## src/rtl/pc_fetch_unit.sv

```systemverilog
// ------------------------------------------------------------------------------------------------
// pc_fetch_unit
//
// Holds the fetch PC, fetches one instruction at a time from instruction memory over a
// req/gnt/rvalid handshake and presents it to decode over a valid/ready handshake. The next-PC
// logic sits outside this block: it sees pc_out and returns npc_in, which is loaded only when
// decode accepts the instruction. All addresses are 30-bit word addresses.
//
// Ports
//   clk          in   1   single clock, rising edge
//   reset        in   1   asynchronous, active-high; clears all state
//   npc_in       in   30  next PC, sampled only on a decode accept
//   flush        in   1   discard in-flight/held instruction, redirect fetch to flush_pc
//   flush_pc     in   30  redirect target, sampled when flush=1
//   imem_req     out  1   memory request
//   imem_addr    out  30  request word address
//   imem_gnt     in   1   memory accepts the request this cycle
//   imem_rvalid  in   1   read data valid
//   imem_rdata   in   32  instruction word
//   instr_valid  out  1   instr/pc_out hold a valid instruction
//   instr_ready  in   1   decode accepts this cycle
//   instr        out  32  instruction word
//   pc_out       out  30  word address of instr
//   instr_cnt    out  32  accepted-instruction count, wraps to 0
//   proto_err    out  1   sticky: imem_rvalid seen while no request was outstanding
// ------------------------------------------------------------------------------------------------
module pc_fetch_unit #(
    parameter logic [29:0] RESET_PC = 30'h0000_0C00
) (
    input  logic        clk,
    input  logic        reset,
    input  logic [29:0] npc_in,
    input  logic        flush,
    input  logic [29:0] flush_pc,
    output logic        imem_req,
    output logic [29:0] imem_addr,
    input  logic        imem_gnt,
    input  logic        imem_rvalid,
    input  logic [31:0] imem_rdata,
    output logic        instr_valid,
    input  logic        instr_ready,
    output logic [31:0] instr,
    output logic [29:0] pc_out,
    output logic [31:0] instr_cnt,
    output logic        proto_err
);

    // StReq : request outstanding towards memory at fetch_pc
    // StWait: granted, waiting for the single rvalid
    // StHold: instruction presented to decode
    typedef enum logic [1:0] {
        StReq  = 2'd0,
        StWait = 2'd1,
        StHold = 2'd2
    } state_e;

    state_e      state_q,       state_d;
    logic [29:0] fetch_pc_q,    fetch_pc_d;
    logic        drop_q,        drop_d;
    logic [31:0] instr_q,       instr_d;
    logic [29:0] pc_out_q,      pc_out_d;
    logic        instr_valid_q, instr_valid_d;
    logic [31:0] instr_cnt_q,   instr_cnt_d;
    logic        proto_err_q,   proto_err_d;

    // --------------------------------------------------------------------------------------------
    // State registers
    // --------------------------------------------------------------------------------------------
    always_ff @(posedge clk or posedge reset) begin
        if (reset) begin
            state_q       <= StReq;
            fetch_pc_q    <= RESET_PC;
            drop_q        <= 1'b0;
            instr_q       <= 32'h0;
            pc_out_q      <= 30'h0;
            instr_valid_q <= 1'b0;
            instr_cnt_q   <= 32'h0;
            proto_err_q   <= 1'b0;
        end else begin
            state_q       <= state_d;
            fetch_pc_q    <= fetch_pc_d;
            drop_q        <= drop_d;
            instr_q       <= instr_d;
            pc_out_q      <= pc_out_d;
            instr_valid_q <= instr_valid_d;
            instr_cnt_q   <= instr_cnt_d;
            proto_err_q   <= proto_err_d;
        end
    end

    // --------------------------------------------------------------------------------------------
    // Next-state logic. Flush is evaluated first in every state so it wins over gnt, rvalid and
    // ready arriving in the same cycle.
    // --------------------------------------------------------------------------------------------
    always_comb begin
        state_d       = state_q;
        fetch_pc_d    = fetch_pc_q;
        drop_d        = drop_q;
        instr_d       = instr_q;
        pc_out_d      = pc_out_q;
        instr_valid_d = instr_valid_q;
        instr_cnt_d   = instr_cnt_q;
        proto_err_d   = proto_err_q;

        // Only StWait has a request outstanding; any other rvalid is a memory protocol
        // violation. The data is ignored and the flag stays set until reset.
        if (imem_rvalid && (state_q != StWait)) begin
            proto_err_d = 1'b1;
        end

        unique case (state_q)
            StReq: begin
                if (flush) begin
                    fetch_pc_d = flush_pc;
                    // The granted request still targets the old PC; its response must be
                    // swallowed before refetching at flush_pc.
                    if (imem_gnt) begin
                        drop_d  = 1'b1;
                        state_d = StWait;
                    end
                end else if (imem_gnt) begin
                    state_d = StWait;
                end
            end

            StWait: begin
                if (flush) begin
                    fetch_pc_d = flush_pc;
                    if (imem_rvalid) begin
                        drop_d  = 1'b0;
                        state_d = StReq;
                    end else begin
                        drop_d = 1'b1;
                    end
                end else if (imem_rvalid) begin
                    if (drop_q) begin
                        drop_d  = 1'b0;
                        state_d = StReq;
                    end else begin
                        // Registered capture: decode never sees rdata combinationally.
                        instr_d       = imem_rdata;
                        pc_out_d      = fetch_pc_q;
                        instr_valid_d = 1'b1;
                        state_d       = StHold;
                    end
                end
            end

            StHold: begin
                if (flush) begin
                    // A same-cycle ready is not an accept: no count, npc_in ignored.
                    instr_valid_d = 1'b0;
                    fetch_pc_d    = flush_pc;
                    state_d       = StReq;
                end else if (instr_ready) begin
                    fetch_pc_d    = npc_in;
                    instr_valid_d = 1'b0;
                    instr_cnt_d   = instr_cnt_q + 32'd1;
                    state_d       = StReq;
                end
            end

            default: begin
                state_d = StReq;
            end
        endcase
    end

    // --------------------------------------------------------------------------------------------
    // Outputs. The request is masked while reset is held so no request is issued in the reset
    // cycle even though the state register already reads StReq.
    // --------------------------------------------------------------------------------------------
    assign imem_req    = (state_q == StReq) && !reset;
    assign imem_addr   = fetch_pc_q;
    assign instr_valid = instr_valid_q;
    assign instr       = instr_q;
    assign pc_out      = pc_out_q;
    assign instr_cnt   = instr_cnt_q;
    assign proto_err   = proto_err_q;

endmodule

```

## config.mk

```make
export PLATFORM = sky130hd
export DESIGN_NAME = pc_fetch_unit
export DESIGN_NICKNAME = d
export VERILOG_FILES = /design/src/rtl/pc_fetch_unit.sv
export SDC_FILE = /design/constraint.sdc
export NUM_CORES = 1
export LEC_CHECK = 0
export ABC_AREA = 1
export CAP_MARGIN = 10
export CORE_MARGIN = 2
export CORE_UTILIZATION = 44
export DETAILED_ROUTE_END_ITERATION = 6
export GPL_TIMING_DRIVEN = 0
export MAX_ROUTING_LAYER = met4
export PLACE_DENSITY_LB_ADDON = 0.1
export SYNTH_ARGS = -nofsm -noshare
export SYNTH_HDL_FRONTEND = slang
export SYNTH_SLANG_ARGS = --single-unit
```

## constraint.sdc

```tcl
create_clock -name clk -period 4.8 [get_ports clk]
set_input_delay 0.72 -clock clk [delete_from_list [all_inputs] [get_ports clk]]
set_output_delay 0.72 -clock clk [all_outputs]
set_load 0.005 [all_outputs]
```

==> flow_metrics.py <==
metrics = {
    "setup_path": {
        "ff2ff_setup_slack_ns": 3.19,
        "crit_path_end_kind": "output pin",
        "crit_required_ns": 4.08,
        "slowest_delay_ns": 0.50,
        "start_kind": "primary input",
        "slowest_stage": "clkdlybuf4s50_1",
        "timing.critical_path.buf_inv": 2,
        "critical_path_arrival_ns": 1.84,
        "cp_top_family": "buffers and inverters",
        "crit_type": "in -> out",
        "cp_cell_sequence": "clkdlybuf4s50_1 -> nor2_1 -> clkdlybuf4s50_1",
        "cpMostUsedCell": "clkdlybuf4s50_1",
        "critPathMaxFanout": 2,
    },
    "floorplan": {
        "initial_core_util_pct": 44.5,
        "die_area_sq_um": 14200,
        "chipWidth_um": 119,
        "fp.dieH_um": 119,
        "io_pins": 225,
        "core_area_sq_um": 13100,
        "num_rows": 42,
    },
    "finish": {
        "final_cell_mix": "224 x clkdlybuf4s50_1, 221 x nand2_1, 127 x dfrtp_1, 92 x inv_1, 68 x nor2_1",
        "fin_util_pct": 68.1,
        "num-nets-final": 1041,
        "antennaDiodeCount": 0,
        "multi_input_area_sq_um": 2070,
        "fillers": 1050,
        "mostFrequentLayoutCell": "clkdlybuf4s50_1",
        "syn_to_final_growth_pct": 52.9,
        "layout-drive-gt1-share_pct": 7.23,
        "regArea_sq_um": 3230,
    },
    "route": {
        "drcViolationCount": 0,
        "drt_wl_total_mm": 15.6,
        "wl_per_cell_um": 13.8,
        "drtAntennaViolNets": 0,
        "via_per_inst": 4.77,
        "initialDrtViolationCount": 267,
        "via_count": 5389,
        "drtPass1Iterations": 4,
    },
    "synth": {
        "synth_fp_nets": 797,
        "ys_warn_count": 0,
        "synth_seq_cells": 129,
        "yosysSeqAreaShare_pct": 55.5,
        "synthDistinctLibCells": 30,
        "avgSynthCellArea_sq_um": 8.35,
        "synthCells": 698,
        "synth_area_sq_um": 5830,
    },
    "global_route": {
        "grt_first_pass_wirelength_mm": 25.2,
        "antenna_found_initial": 0,
        "grt_util_met1_pct": 28.0,
        "grt_overflow": 0,
        "grt_util_all_layers_pct": 23.2,
        "grt_pass1_vias": 5307,
        "grtUsageMet2_pct": 37.7,
        "met3_usage_pct": 6.51,
        "grt_max_degree": 77,
        "grt.busiest_layer": "met2",
    },
    "clock_network": {
        "htree_levels": 4,
        "clock-sinks": 129,
        "clk_latency_ns": 0.41,
        "cts_resized": 0,
        "cts_buffers": 17,
        "clockRootBuffer": "clkbuf_16",
        "post_cts_buffers": 0,
        "clk_pin_slew_ns": 0.06,
        "clk_path_buf_depth": 2,
        "hold_buffers": 0,
        "cts_tree": "done",
    },
    "timing": {
        "slew_headroom_pct": 65.8,
        "period_share_pct": 53.4,
        "holdWs_ns": 0.461,
        "fin_skew_ns": 0.00888,
        "hold_viol_final": 0,
        "worst_pin_slew_ns": 0.513,
        "fin_setup_tns_ns": 0,
        "clock.fmax_ghz": 0.390,
        "rsz0062_at_grt": "no",
        "final-setup-viol-count": 0,
        "drv_slew": 0,
        "min_period_ns": 2.56,
    },
    "power": {
        "ir_worst_vdd_v": 0.000256,
        "power.net_switching_w": 0.00111,
        "p_seq_share_pct": 39.1,
        "pwr-share-comb_pct": 30.2,
        "intPower_w": 0.00302,
        "p_sw_share_pct": 26.8,
        "leakage_nw": 4.17,
        "cellPowerDensity_nw_per_um2": 463,
        "clkPwrFrac_pct": 30.7,
    },
    "flow_run": {
        "drv_cap": 0,
    },
    "outcome": {
        "status": "finished clean",
    },
    "hold_path": {
        "min_path_type": "reg -> reg",
    },
    "place": {
        "place.gp.congestion": 0.918,
        "portBuffers": 224,
        "post-dp-hpwl_mm": 12.0,
    },
}
==> kinds of logic (layout without fill, tap and decap cells) <==
family	after synthesis	in the layout	share of synthesized area [%]
AND/OR/NAND/NOR	333	333	23.7
flip-flops	129	129	55.5
buffers and inverters	123	379	8.93
AO/OA/AOI/OAI	97	97	9.47
XOR/XNOR	15	15	2.26
adder cells (fa/ha/maj)	1	1	0.215
==> per-layer routing <==
metal  vias up  share of wire [%]  wire length [um]
li1       2673                  -                 -
met1      2522                 43              6700
met2       175                 48              7560
met3        19                7.1              1100
met4         0                1.5               236
met5         -                  0                 0
==> state kept, by name, summed over array words and instances (netlist names) <==
name / count
instr_cnt: 32
state_q: 2
imem_addr: 30
instr: 32
proto_err: 1
drop_q: 1
pc_out: 30
instr_valid: 1
==> metrics by stage <==
stage | worst slack (ns) | power (W) | cells | area, sq um
after CTS | 2.23 | 0.00417 | 1130 | 8900
after detailed placement | 2.23 | 0.00289 | 1099 | 8320
after global placement | -1.12 | 0.00284 | 1098 | 8290
after global routing | 2.18 | 0.00436 | 1130 | 8900
final | 2.24 | 0.00413 | 1130 | 8900
after floorplan | 0.642 | 0.00201 | 698 | 5830
==> synth_stat cells <==
cell type | count | share of area, %
xor2_1 | 6 | 0.90
nor3_1 | 2 | 0.17
nand4_1 | 9 | 0.97
nand3_1 | 12 | 1.0
nand2_2 | 2 | 0.21
o22ai_2 | 1 | 0.21
dfstp_2 | 2 | 0.90
inv_2 | 3 | 0.19
o21ai_0 | 23 | 2.0
nor2_1 | 68 | 4.4
nor2_4 | 3 | 0.58
a21o_1 | 1 | 0.13
dfrtp_1 | 127 | 55
buf_6 | 5 | 0.97
o21ai_1 | 36 | 3.1
nand3_2 | 3 | 0.52
o21ai_2 | 4 | 0.60
a22oi_1 | 1 | 0.13
nand3b_1 | 8 | 1.0
ha_1 | 1 | 0.21
nand2_1 | 221 | 14
o22ai_1 | 1 | 0.11
and2_1 | 1 | 0.11
xnor2_1 | 9 | 1.4
a31oi_1 | 30 | 3.2
inv_1 | 93 | 6.0
clkbuf_1 | 9 | 0.58
nor2_2 | 4 | 0.43
buf_2 | 11 | 0.94
buf_4 | 2 | 0.26
==> power by group through the flow <==
stage               clock, W  sequential (W)  combinational [W]
CTS                  0.00128         0.00161            0.00127
detailed placement         0         0.00163            0.00126
floorplan                  0         0.00164           0.000372
global placement           0         0.00161            0.00123
global route         0.00134         0.00165            0.00137
finish               0.00127         0.00161            0.00125
==> final timing paths <==
path,startpoint,to,cells past startpoint
hold / removal,proto_err$_DFFE_PP0P_,proto_err$_DFFE_PP0P_,1
hold reg to reg,proto_err$_DFFE_PP0P_,proto_err$_DFFE_PP0P_,1
min in group asynchronous,reset,instr_cnt[16]$_DFFE_PP0P_,2
setup / recovery,reset,imem_req,3
setup reg to reg,instr_cnt[0]$_DFFE_PP0P_,instr_cnt[22]$_DFFE_PP0P_,7
max in group asynchronous,reset,imem_addr[11]$_DFFE_PP1P_,3
==> layout make-up <==
cell class / instances / share of cell area, %
well taps: 176 / 2.47
multi-input cells: 446 / 23.3
inverters: 96 / 4.10
clock buffers: 26 / 5.72
flip-flops and latches: 129 / 36.3
repair buffers: 225 / 25.5
plain buffers: 27 / 1.80
clock inverters: 5 / 0.843
Note: power is estimated with default switching activity, not from simulation.
